--- src/rtl/i2s_rx_dsp_sched.sv ---
// Round-robin merge of two I2S DSP-mode RX word streams into the uDMA RX FIFO port.
// Sequences capture sessions (enable, word limit, drain, done) and flags starved sources.
module i2s_rx_dsp_sched #(
  parameter int unsigned DATA_W   = 32,
  parameter int unsigned CNT_W    = 16,
  parameter int unsigned WAIT_MAX = 4
) (
  input  logic              clk_i,
  input  logic              rst_i,
  input  logic              cfg_en_i,
  input  logic              cfg_continuous_i,
  input  logic [CNT_W-1:0]  cfg_num_words_i,
  input  logic [1:0]        cfg_ch_mask_i,
  input  logic [DATA_W-1:0] src0_data_i,
  input  logic              src0_valid_i,
  output logic              src0_ready_o,
  input  logic [DATA_W-1:0] src1_data_i,
  input  logic              src1_valid_i,
  output logic              src1_ready_o,
  output logic [DATA_W-1:0] data_o,
  output logic              ch_id_o,
  output logic              valid_o,
  input  logic              ready_i,
  output logic [CNT_W-1:0]  word_cnt_o,
  output logic              busy_o,
  output logic              done_o,
  output logic [1:0]        err_o
);

  typedef enum logic [1:0] {IDLE, RUN, DRAIN, DONE} state_t;

  localparam logic [4:0] WAIT_LIM = 5'(WAIT_MAX);

  state_t             state_q, state_d;
  logic               last_q;
  logic [DATA_W-1:0]  data_q;
  logic               ch_q;
  logic               valid_q;
  logic [CNT_W-1:0]   word_cnt_q;
  logic               done_q;
  logic [1:0]         err_q;
  logic               limit_q;
  logic [3:0]         stv_q [2];

  logic [1:0]         cand;
  logic [1:0]         gnt;
  logic               slot_free;
  logic               lim_now;
  logic               hit_limit;
  logic               can_grant;
  logic [CNT_W:0]     cnt_p1;
  logic [CNT_W-1:0]   cnt_inc;
  logic               start;

  assign cand      = {src1_valid_i & cfg_ch_mask_i[1], src0_valid_i & cfg_ch_mask_i[0]};
  assign slot_free = ~valid_q | ready_i;
  assign lim_now   = ~cfg_continuous_i & (word_cnt_q >= cfg_num_words_i);
  assign cnt_p1    = {1'b0, word_cnt_q} + {{CNT_W{1'b0}}, 1'b1};
  assign hit_limit = ~cfg_continuous_i & (cnt_p1 >= {1'b0, cfg_num_words_i});
  assign cnt_inc   = (&word_cnt_q) ? word_cnt_q : cnt_p1[CNT_W-1:0];
  assign can_grant = (state_q == RUN) & cfg_en_i & ~lim_now & slot_free;
  assign start     = (state_q == IDLE) & cfg_en_i;

  // Tie goes to the source that was not served last
  assign gnt[0] = can_grant & cand[0] & (~cand[1] | last_q);
  assign gnt[1] = can_grant & cand[1] & (~cand[0] | ~last_q);

  always_comb begin
    state_d      = state_q;
    src0_ready_o = 1'b0;
    src1_ready_o = 1'b0;
    case (state_q)
      IDLE: begin
        if (cfg_en_i)
          state_d = (~cfg_continuous_i && cfg_num_words_i == '0) ? DONE : RUN;
      end
      RUN: begin
        src0_ready_o = ~cfg_ch_mask_i[0] | gnt[0];
        src1_ready_o = ~cfg_ch_mask_i[1] | gnt[1];
        if (!cfg_en_i || lim_now || ((|gnt) && hit_limit))
          state_d = DRAIN;
      end
      DRAIN: begin
        if (!valid_q)
          state_d = limit_q ? DONE : IDLE;
      end
      DONE: begin
        if (!cfg_en_i)
          state_d = IDLE;
      end
      default: state_d = IDLE;
    endcase
  end

  always_ff @(posedge clk_i or posedge rst_i) begin
    if (rst_i) begin
      state_q    <= IDLE;
      last_q     <= 1'b1;
      data_q     <= '0;
      ch_q       <= 1'b0;
      valid_q    <= 1'b0;
      word_cnt_q <= '0;
      done_q     <= 1'b0;
      err_q      <= '0;
      limit_q    <= 1'b0;
      for (int unsigned i = 0; i < 2; i++) stv_q[i] <= '0;
    end else begin
      state_q <= state_d;
      done_q  <= (state_d == DONE) && (state_q != DONE);

      if (start) begin
        word_cnt_q <= '0;
        err_q      <= '0;
        last_q     <= 1'b1;
        limit_q    <= 1'b0;
        for (int unsigned i = 0; i < 2; i++) stv_q[i] <= '0;
      end else begin
        if (|gnt) begin
          data_q     <= gnt[1] ? src1_data_i : src0_data_i;
          ch_q       <= gnt[1];
          last_q     <= gnt[1];
          valid_q    <= 1'b1;
          word_cnt_q <= cnt_inc;
        end else if (valid_q && ready_i) begin
          valid_q <= 1'b0;
        end

        if (state_q == RUN && cfg_en_i && (lim_now || ((|gnt) && hit_limit)))
          limit_q <= 1'b1;

        if (state_q == RUN) begin
          for (int unsigned i = 0; i < 2; i++) begin
            if (gnt[i] || !cand[i]) begin
              stv_q[i] <= '0;
            end else begin
              if (stv_q[i] != 4'hF) stv_q[i] <= stv_q[i] + 4'd1;
              if (({1'b0, stv_q[i]} + 5'd1) >= WAIT_LIM) err_q[i] <= 1'b1;
            end
          end
        end
      end
    end
  end

  assign data_o     = data_q;
  assign ch_id_o    = ch_q;
  assign valid_o    = valid_q;
  assign word_cnt_o = word_cnt_q;
  assign busy_o     = (state_q == RUN) || (state_q == DRAIN);
  assign done_o     = done_q;
  assign err_o      = err_q;

endmodule

--- config.mk ---
export PLATFORM = sky130hd
export DESIGN_NAME = i2s_rx_dsp_sched
export DESIGN_NICKNAME = d
export VERILOG_FILES = /design/src/rtl/i2s_rx_dsp_sched.sv
export SDC_FILE = /design/constraint.sdc
export NUM_CORES = 1
export LEC_CHECK = 0
export ABC_AREA = 0
export BUFFER_PORTS_ARGS = -buffer_cell sky130_fd_sc_hd__buf_2
export CELL_PAD_IN_SITES_DETAIL_PLACEMENT = 0
export CELL_PAD_IN_SITES_GLOBAL_PLACEMENT = 2
export CORE_UTILIZATION = 30
export DETAILED_ROUTE_END_ITERATION = 10
export GPL_TIMING_DRIVEN = 0
export PLACE_DENSITY_LB_ADDON = 0.1
export SYNTH_ARGS = -nofsm -noshare
export SYNTH_HDL_FRONTEND = slang
export SYNTH_SLANG_ARGS = --single-unit
--- constraint.sdc ---
create_clock -name clk_i -period 4.9 [get_ports clk_i]
set_input_delay 1.47 -clock clk_i [delete_from_list [all_inputs] [get_ports clk_i]]
set_output_delay 1.47 -clock clk_i [all_outputs]
set_load 0.1 [all_outputs]
==> impl_metrics.tcl, run 1 <==
set metrics [dict create \
    status "completed" \
    gp_congestion 0.7827 \
    required_ns 3.43 \
    areaGrowthSynthToFinish_pct 31.74 \
    diodes 0 \
    drc 0 \
    dp_slack_ns -0.4005 \
    viasPerCell 4.968 \
    grt_max_degree 66 \
    die_h_um 121.6 \
    nets 748 \
    syn_area_per_cell_um2 9.272 \
    r2r_setup_slack_ns 1.03 \
    power_frac_seq 0.241 \
    clock_power_share 0.209 \
    dieArea_mm2 0.01479 \
    tightest_slew_ns 0.8419 \
    first_global_vias 3766 \
    clk_pin_slew_ns 0.05 \
    grt_antenna_before_repair 0 \
    hp-class "reg -> reg" \
    finClkSkew_ns 0.006170 \
    overflow 0 \
    synth_area_mm2 0.004293 \
    switching_share 0.5567 \
    fin_area_mm2 0.005655 \
    synth_edf_count 0 \
    cp_cell_sequence "buf_2 -> inv_1 -> ha_1 -> a21oi_1 -> o21ai_0 -> a211oi_2 -> o21ai_4 -> a211o_4 -> a21boi_4 -> buf_12" \
    drtIter0Drc 278 \
    io_buffers 143 \
    postSynthCellCount 463 \
    power_density_mw_per_mm2 597.0 \
    drt-pass1-iter-count 5 \
    htree_levels 3 \
    ys_ff_latch 65 \
    fmaxAchievable_mhz 207.7 \
    fillers 1442 \
    crit_buf_inv 3 \
    initial_core_util 0.3081 \
    setup_viol 0 \
    dpl_cell_area_mm2 0.005264 \
    slowest_stage "a211o_4" \
    num_vias 3984 \
    synthTopCellsByArea "dfrtp_1 37%, ha_1 12%, mux2i_1 7.7%, nand2_1 5.0%, o21ai_0 3.8%" \
    critical_path_class "in -> out" \
    internal-power_mw 1.496 \
    cts_inserted_buffers 9 \
    crit_arrival_ns 3.34 \
    critPathTopFamily "compound AO/OA/AOI/OAI gates" \
    synth_nets 594 \
    cts.sinks 65 \
    synth.largest_area_cell "dfrtp_1" \
    min_period_over_period 0.9825 \
    dp_hpwl_um 9636 \
    fin_ws_ns 0.08553 \
    ys_dominant_reg_cell "dfrtp_1" \
    yosysTopAreaCellShare 0.3731 \
    synthArstFlopShare 1.000 \
    clock_latency_ns 0.33 \
    yosys_warnings 0 \
    cp_slowest_stage_delay_ns 0.39 \
    post-route-min-period_ns 4.814 \
    power.switching_mw 1.880 \
    synthTopCellsByCount "64 x dfrtp_1, 57 x nand2_1, 42 x ha_1" \
    dp.cells 786 \
    ios 145 \
    root_buffer "clkbuf_16" \
    p_leak_nw 3.063 \
    drv_slew 0 \
    slew-limit-headroom 0.4387 \
    hold_viol_final 0 \
    ant_nets 0 \
    ys_types 54 \
    drive_gt1_frac 0.2942 \
    gr-usage-all-layers 0.1761 \
    rsz0062_at_grt "true" \
    multi_input_area_mm2 0.002506 \
    fp-row-count 43 \
    avgRoutedWirePerCell_um 15.63 \
    yosysSeqAreaShare 0.3792 \
    cp_max_fo 8 \
    max_cap_viol_count 0 \
    whs_ns 0.4693 \
    yosys.cell_count.top_type "dfrtp_1" \
    cts_buffer_depth 2 \
    cp-start-kind "primary input" \
    drt_wl_total_um 12540 \
    core_area_mm2 0.01393 \
    final_cells 802 \
    grt_pass1_wl_um 20050 \
    cts_tree "yes" \
    dieWidth_um 121.6 \
    end_kind "primary output" \
    peakVddDrop_uv 379.2 \
    pwr-share-comb 0.549 \
    seq_area_mm2 0.001628 \
]
## tightest hold or removal path, stage by stage, from the launching register on
cell and delay, ns:
dfrtp_1 0.33, nand2_1 0.04, o21ai_0 0.06
## per-stage QoR
| step | power, mW | util | setup TNS (ns) |
|---|---|---|---|
| finish | 3.376 | 0.4059 | 0 |
| global route | 3.544 | 0.4059 | -0.002597 |
| CTS | 3.409 | 0.4056 | 0 |
| detailed placement | 2.666 | 0.3778 | -0.7542 |
| global placement | 2.658 | 0.3776 | -0.7759 |
| floorplan | 2.315 | - | 0 |
## layer usage
layer	up-vias	share of wire	GRT usage	wire length, µm
met4	0	0.010	0.05015	125
met1	1883	0.47	0.2344	5852
met3	11	0.047	0.03933	595
met5	-	0	0	0
li1	1995	-	-	-
met2	95	0.48	0.2848	5965
## power by group through the flow
stage | clock network [mW] | registers [mW] | logic [mW]
floorplan | 0 | 1.82 | 0.496
global placement | 0 | 0.817 | 1.84
detailed placement | 0 | 0.819 | 1.85
CTS | 0.727 | 0.814 | 1.87
global route | 0.749 | 0.837 | 1.96
finish | 0.707 | 0.815 | 1.85
## area by class of cell
| class | instances | area share |
|---|---|---|
| Multi-Input combinational cell | 347 | 0.4431 |
| Tap cell | 180 | 0.03982 |
| Sequential cell | 65 | 0.2878 |
| Clock buffer | 10 | 0.04226 |
| Inverter | 32 | 0.02168 |
| Timing Repair Buffer | 144 | 0.1332 |
| Buffer | 18 | 0.01593 |
| Clock inverter | 6 | 0.01615 |
## cells in the final DEF, fill, tap and decap left out, types with 3 or more instances in the layout
cell        synthesis  routed
buf_2               4     144
dfrtp_1            64      64
nand2_1            57      57
ha_1               42      42
mux2i_1            33      33
o21ai_0            33      32
inv_1              32      31
a21oi_1            22      21
nand3_1            19      19
nor2_1             16      16
o21ai_1            11      12
clkbuf_1           11      11
nand4_1             9       9
clkbuf_16           0       9
nand2b_1            8       8
xor2_1              8       8
o2bb2ai_1           8       8
xnor2_1             6       6
nor3_1              5       5
a32o_1              5       5
a211oi_1            6       4
and3_1              4       4
buf_4               4       4
a311oi_1            4       4
o21bai_1            4       4
a211oi_2            1       3
a31oi_1             3       3
o211ai_1            3       3
a41oi_1             3       3
o22ai_1             3       3
nor4_1              3       3
clkinvlp_4          0       3
## sequential cells by signal, indices dropped and copies added, names as in the netlist
name        flops
ch_id_o         1
data_o         32
done_o          1
err_o           2
last_q          1
limit_q         1
state_q         2
stv_q           8
valid_o         1
word_cnt_o     16
## final timing paths
| path | depth (start not counted) | startpoint | endpoint |
|---|---|---|---|
| max | 10 | cfg_num_words_i[9] | src0_ready_o |
| min | 2 | data_o[15] | data_o[15] |
| max reg2reg | 14 | word_cnt_o[2] | done_o |
| min reg2reg | 2 | data_o[15] | data_o[15] |
| max in group asynchronous | 2 | rst_i | state_q[0] |
| min in group asynchronous | 2 | rst_i | data_o[16] |
## cell families after synthesis
kind of cell    count (synthesis)  share of synthesized area
flops                          65                     0.3792
mux                            33                    0.07695
buf+inv                        51                    0.04926
fa+ha+maj                      42                     0.1224
xor+xnor                       14                    0.02856
compound gates                122                     0.1845
simple gates                  136                     0.1591
## timing repair
action,CTS,global route
hold buffers,0,0
gates cloned,0,0
gates resized for setup,15,1
endpoints found under the setup margin,2,2
setup buffers,1,0
pin swaps,2,4
Power figures use the tool's default switching activity.
==> run 2, diff against run 1 <==
CTS_BUF_LIST = sky130_fd_sc_hd__clkbuf_8 sky130_fd_sc_hd__clkbuf_16   (was unset)
PLACE_DENSITY = 0.82   (was unset)
PLACE_DENSITY_LB_ADDON = unset   (was 0.1)
==> run 2 against run 1 <==
Clock power shrank 9.2%; core utilization is 0.18 points lower; fmax rose by 0.53%; count of clock-buffer cells in the layout increased by 1; cell area shrank 0.44%; global-route usage fell by 0.38 points; first-iteration DRC count fell by 34%; sequential cell count is the same; wire length shrank 2.8%; critical path type unchanged; largest cell class unchanged; largest power group unchanged.
==> impl_metrics.tcl, run 2 (synthesis results as in run 1) <==
set metrics [dict create \
    finClkSkew_ns 0.006351 \
    fin_area_mm2 0.005630 \
    fillers 1406 \
    power.switching_mw 1.861 \
    status "completed" \
    io_buffers 143 \
    initial_core_util 0.3081 \
    setup_viol 0 \
    post-route-util 0.4041 \
    drt_wl_total_um 12180 \
    grt_max_degree 66 \
    final_common_cell "buf_2" \
    fin_ws_ns 0.1111 \
    critical_path_class "in -> out" \
    end_kind "primary output" \
    root_buffer "clkbuf_16" \
    clock_latency_ns 0.33 \
    seq_area_mm2 0.001628 \
    internal-power_mw 1.454 \
    drc 0 \
    drtIter0Drc 184 \
    post-route-min-period_ns 4.789 \
    gr-usage-all-layers 0.1723 \
    rsz0062_at_grt "false" \
    diodes 0 \
    ctsHoldBuffers 0 \
    required_ns 3.43 \
    cts.sinks 65 \
    min_period_over_period 0.9773 \
    areaGrowthSynthToFinish_pct 31.16 \
    die_h_um 121.6 \
    layout_common_cells "144 x buf_2, 64 x dfrtp_1, 57 x nand2_1" \
    dieArea_mm2 0.01479 \
    ant_nets 0 \
    multi_input_area_mm2 0.002511 \
    max_cap_viol_count 0 \
    clock_power_share 0.194 \
    switching_share 0.5614 \
    largest_reg_flops 32 \
    slew-limit-headroom 0.4345 \
    power_frac_seq 0.246 \
    overflow 0 \
    dp_slack_ns -0.3996 \
    hold_viol_final 0 \
    dieWidth_um 121.6 \
    fmaxAchievable_mhz 208.8 \
    dpl_cell_area_mm2 0.005264 \
    core_area_mm2 0.01393 \
    p_leak_nw 3.068 \
    nets 749 \
    fp-row-count 43 \
    dp_hpwl_um 9323 \
    power_density_mw_per_mm2 588.7 \
    tightest_slew_ns 0.8483 \
    drive_gt1_frac 0.2942 \
    cts_buffer_depth 2 \
    clk_pin_slew_ns 0.05 \
    cp_max_fo 15 \
    grt_pass1_wl_um 19820 \
    drv_slew 0 \
    cts_inserted_buffers 9 \
    cp-start-kind "primary input" \
    pwr-share-comb 0.560 \
    hp-class "reg -> reg" \
    grt_antenna_before_repair 0 \
    whs_ns 0.4733 \
    htree_levels 3 \
    drt-pass1-iter-count 4 \
    cts_tree "yes" \
    ios 145 \
    avgRoutedWirePerCell_um 15.19 \
    crit_arrival_ns 3.32 \
    first_global_vias 3950 \
    gp_congestion 0.7930 \
    peakVddDrop_uv 318.0 \
    num_vias 4025 \
    viasPerCell 5.019 \
]
run 2: cell types whose count changed in the layout (fill, tap and decap cells not counted), sizes merged:
cell      delta
clkbuf       +1
buf          +1
inv          +1
clkinvlp     -3
clkinv       +1
bufinv       -1
run 2: worst paths after layout:
path | slack [ns] | to | cells after the start | from
worst max-delay path | 0.11 | src1_ready_o | 11 | cfg_num_words_i[13]
worst min-delay path | 0.47 | data_o[10] | 2 | data_o[10]
worst max register to register | 1.11 | done_o | 14 | word_cnt_o[2]
worst min register to register | 0.47 | data_o[10] | 2 | data_o[10]
max in group asynchronous | 3.03 | stv_q[6] | 2 | rst_i
min in group asynchronous | 1.32 | data_o[1] | 2 | rst_i
run 2: routing by layer:
| metal | part of all wire | global-route usage | wire length, µm | vias up |
|---|---|---|---|---|
| met5 | 0 | 0 | 0 | - |
| met4 | 0.011 | 0.05247 | 135 | 0 |
| li1 | - | - | - | 1987 |
| met2 | 0.49 | 0.2891 | 5923 | 111 |
| met1 | 0.45 | 0.2190 | 5519 | 1915 |
| met3 | 0.050 | 0.03979 | 605 | 12 |
run 2: critical path: stages:
cell,delay (ns)
buf_2,0.08
inv_1,0.05
ha_1,0.31
and4_1,0.23
and3_1,0.19
nand3_1,0.13
o21ai_4,0.10
a21o_1,0.20
buf_4,0.20
a21boi_4,0.17
buf_12,0.19
run 2: cell type report:
cell class                 count  area share
clock buffer                  11     0.04489
tap                          180     0.04000
multi-input combinational    347      0.4460
clock inverter                 4    0.007778
inverter                      32     0.02178
sequential                    65      0.2891
buffer                        18     0.01533
timing repair buffer         145      0.1351
run 2: what timing repair did:
item                                    in CTS  in global routing
endpoints found under the hold margin        0                  0
setup buffers                                1                  1
endpoints found under the setup margin       2                  2
gates resized for setup                     14                  3
pin swaps                                    3                  3
run 2: stage by stage:
| step | power (mW) | cells | TNS [ns] |
|---|---|---|---|
| CTS | 3.345 | 801 | 0 |
| global placement | 2.647 | 786 | -0.7097 |
| detailed placement | 2.662 | 786 | -0.7460 |
| floorplan | 2.315 | 463 | 0 |
| global route | 3.487 | 802 | 0 |
| finish | 3.315 | 802 | 0 |
run 2: power by group through the flow:
stage	sequential, mW	clock (mW)	combinational [mW]
after floorplan	1.82	0	0.496
after global placement	0.814	0	1.83
after detailed placement	0.820	0	1.84
after CTS	0.817	0.662	1.86
after global routing	0.843	0.688	1.96
final	0.816	0.642	1.86
==> run 3, diff against run 2 <==
CORE_UTILIZATION = 31   (was 30)
CTS_BUF_LIST = sky130_fd_sc_hd__clkbuf_2   (was sky130_fd_sc_hd__clkbuf_8 sky130_fd_sc_hd__clkbuf_16)
PLACE_DENSITY = 0.84   (was 0.82)
==> run 3 against run 2 <==
Via count is 1.8% lower; clock skew is 0.013 ns higher; cell area is 2.6% lower; core utilization is 0.67 points higher; wire length is 1.2% lower; sequential power is 0.5% lower; combinational power hardly changed; sequential cell count stayed put; critical path type unchanged; largest power group unchanged; highest routed layer unchanged.
==> impl_metrics.tcl, run 3 (synthesis results as in run 1) <==
set metrics [dict create \
    initial_core_util 0.3216 \
    critical_path_class "in -> out" \
    drc 0 \
    drt-pass1-iter-count 5 \
    gp_congestion 0.8157 \
    slew-limit-headroom 0.4499 \
    max_cap_viol_count 0 \
    p_leak_nw 2.998 \
    grt_antenna_before_repair 0 \
    cts_tree "yes" \
    clk_pin_slew_ns 0.20 \
    cp_max_fo 8 \
    overflow 0 \
    hold_viol_final 0 \
    fmaxAchievable_mhz 207.2 \
    ios 145 \
    drive_gt1_frac 0.2926 \
    dieArea_mm2 0.01432 \
    areaGrowthSynthToFinish_pct 27.72 \
    seq_area_mm2 0.001628 \
    crit_buf_inv 3 \
    ctsHoldBuffers 0 \
    htree_levels 3 \
    post-route-min-period_ns 4.826 \
    first_global_vias 3988 \
    num_vias 3951 \
    required_ns 3.43 \
    cp_cell_sequence "buf_2 -> inv_1 -> ha_1 -> a211oi_1 -> nor2_1 -> a211oi_2 -> o21ai_4 -> a211o_4 -> a21boi_4 -> buf_12" \
    drt_wl_total_um 12040 \
    final_cells 798 \
    cts_inserted_buffers 9 \
    crit_arrival_ns 3.36 \
    viasPerCell 4.951 \
    grt_pass1_wl_um 19850 \
    core_area_mm2 0.01335 \
    final_common_cell "buf_2" \
    status "completed" \
    grt_max_degree 66 \
    avgRoutedWirePerCell_um 15.09 \
    dp_slack_ns -0.4191 \
    critPathTopFamily "compound AO/OA/AOI/OAI gates" \
    cts_buffer_depth 2 \
    slowest_stage "a211o_4" \
    cts.sinks 65 \
    finClkSkew_ns 0.01939 \
    end_kind "primary output" \
    layout_common_cells "144 x buf_2, 64 x dfrtp_1, 57 x nand2_1" \
    gr-usage-all-layers 0.1745 \
    whs_ns 0.5005 \
    die_h_um 119.7 \
    dp.cells 782 \
    power_density_mw_per_mm2 565.8 \
    diodes 0 \
    min_period_over_period 0.9849 \
    drv_slew 0 \
    tightest_slew_ns 0.8252 \
    peakVddDrop_uv 346.6 \
    root_buffer "clkbuf_2" \
    dp_hpwl_um 9281 \
    fp-row-count 42 \
    largest_reg_flops 32 \
    multi_input_area_mm2 0.002506 \
    drtIter0Drc 138 \
    hp-class "reg -> reg" \
    nets 748 \
    clock_latency_ns 0.49 \
    rsz0062_at_grt "true" \
    fin_ws_ns 0.07404 \
    fillers 1385 \
    cp-start-kind "primary input" \
    post-route-util 0.4108 \
    power_mw 3.102 \
    dieWidth_um 119.7 \
    cp_slowest_stage_delay_ns 0.39 \
    setup_viol 0 \
    ant_nets 0 \
    io_buffers 143 \
]
## run 3: changes by cell type in the layout (fill, tap and decap cells not counted), moves of 2 or more
cell        delta
clkbuf_8       -2
buf_4          -2
clkbuf_16      -9
clkinv_2       -2
bufinv_16      +2
clkbuf_2       +9
clkinvlp_4     +2
## run 3: worst min-delay path, cell delays in order, from the launching register on
cell,delay (ns)
dfrtp_1,0.38
nand2_1,0.05
o21ai_0,0.06
## run 3: final cells by class
| cell class | count | area share |
|---|---|---|
| tap | 176 | 0.04016 |
| sequential | 65 | 0.2969 |
| buffer | 18 | 0.01643 |
| clock inverter | 7 | 0.02145 |
| clock buffer | 9 | 0.008215 |
| multi-input combinational | 347 | 0.4571 |
| inverter | 32 | 0.02236 |
| timing repair buffer | 144 | 0.1374 |
## run 3: layer usage
metal  GRT usage  wire, µm  vias to the layer above
met2      0.2919      5660                      124
met4     0.04922        97                        0
li1            -         -                     1982
met3     0.04563       781                        8
met1      0.2208      5502                     1837
met5           0         0                        -
## run 3: repair_timing
| item | in CTS | in global routing |
|---|---|---|
| endpoints found under the setup margin | 2 | 2 |
| pin swaps | 3 | 2 |
| setup buffers | 1 | 0 |
| gates resized for setup | 14 | 2 |
## run 3: report_power, final
part / switching, mW / internal (mW) / total, mW / leakage [nW]
clock: 0.209 / 0.220 / 0.429 / 0.0862
combinational: 1.52 / 0.338 / 1.86 / 2.06
sequential: 0.115 / 0.697 / 0.812 / 0.850
total: 1.85 / 1.25 / 3.10 / 3.00
## run 3: final timing paths
kind                       slack [ns]                 from  depth (start not counted)           end
max                              0.07  cfg_num_words_i[13]                         10  src0_ready_o
min                              0.50           data_o[18]                          2    data_o[18]
max reg2reg                      1.13        word_cnt_o[2]                         14        done_o
min reg2reg                      0.50           data_o[18]                          2    data_o[18]
max in group asynchronous        3.25                rst_i                          2      stv_q[0]
min in group asynchronous        1.12                rst_i                          2    data_o[27]
## run 3: per-stage QoR
step | TNS (ns) | area (µm²)
3_3_place_gp | -0.7377 | 5256
3_5_place_dp | -0.7793 | 5259
4_1_cts | 0 | 5474
5_1_grt | -0.01650 | 5483
6_report | 0 | 5483
2_1_floorplan | 0 | 4320
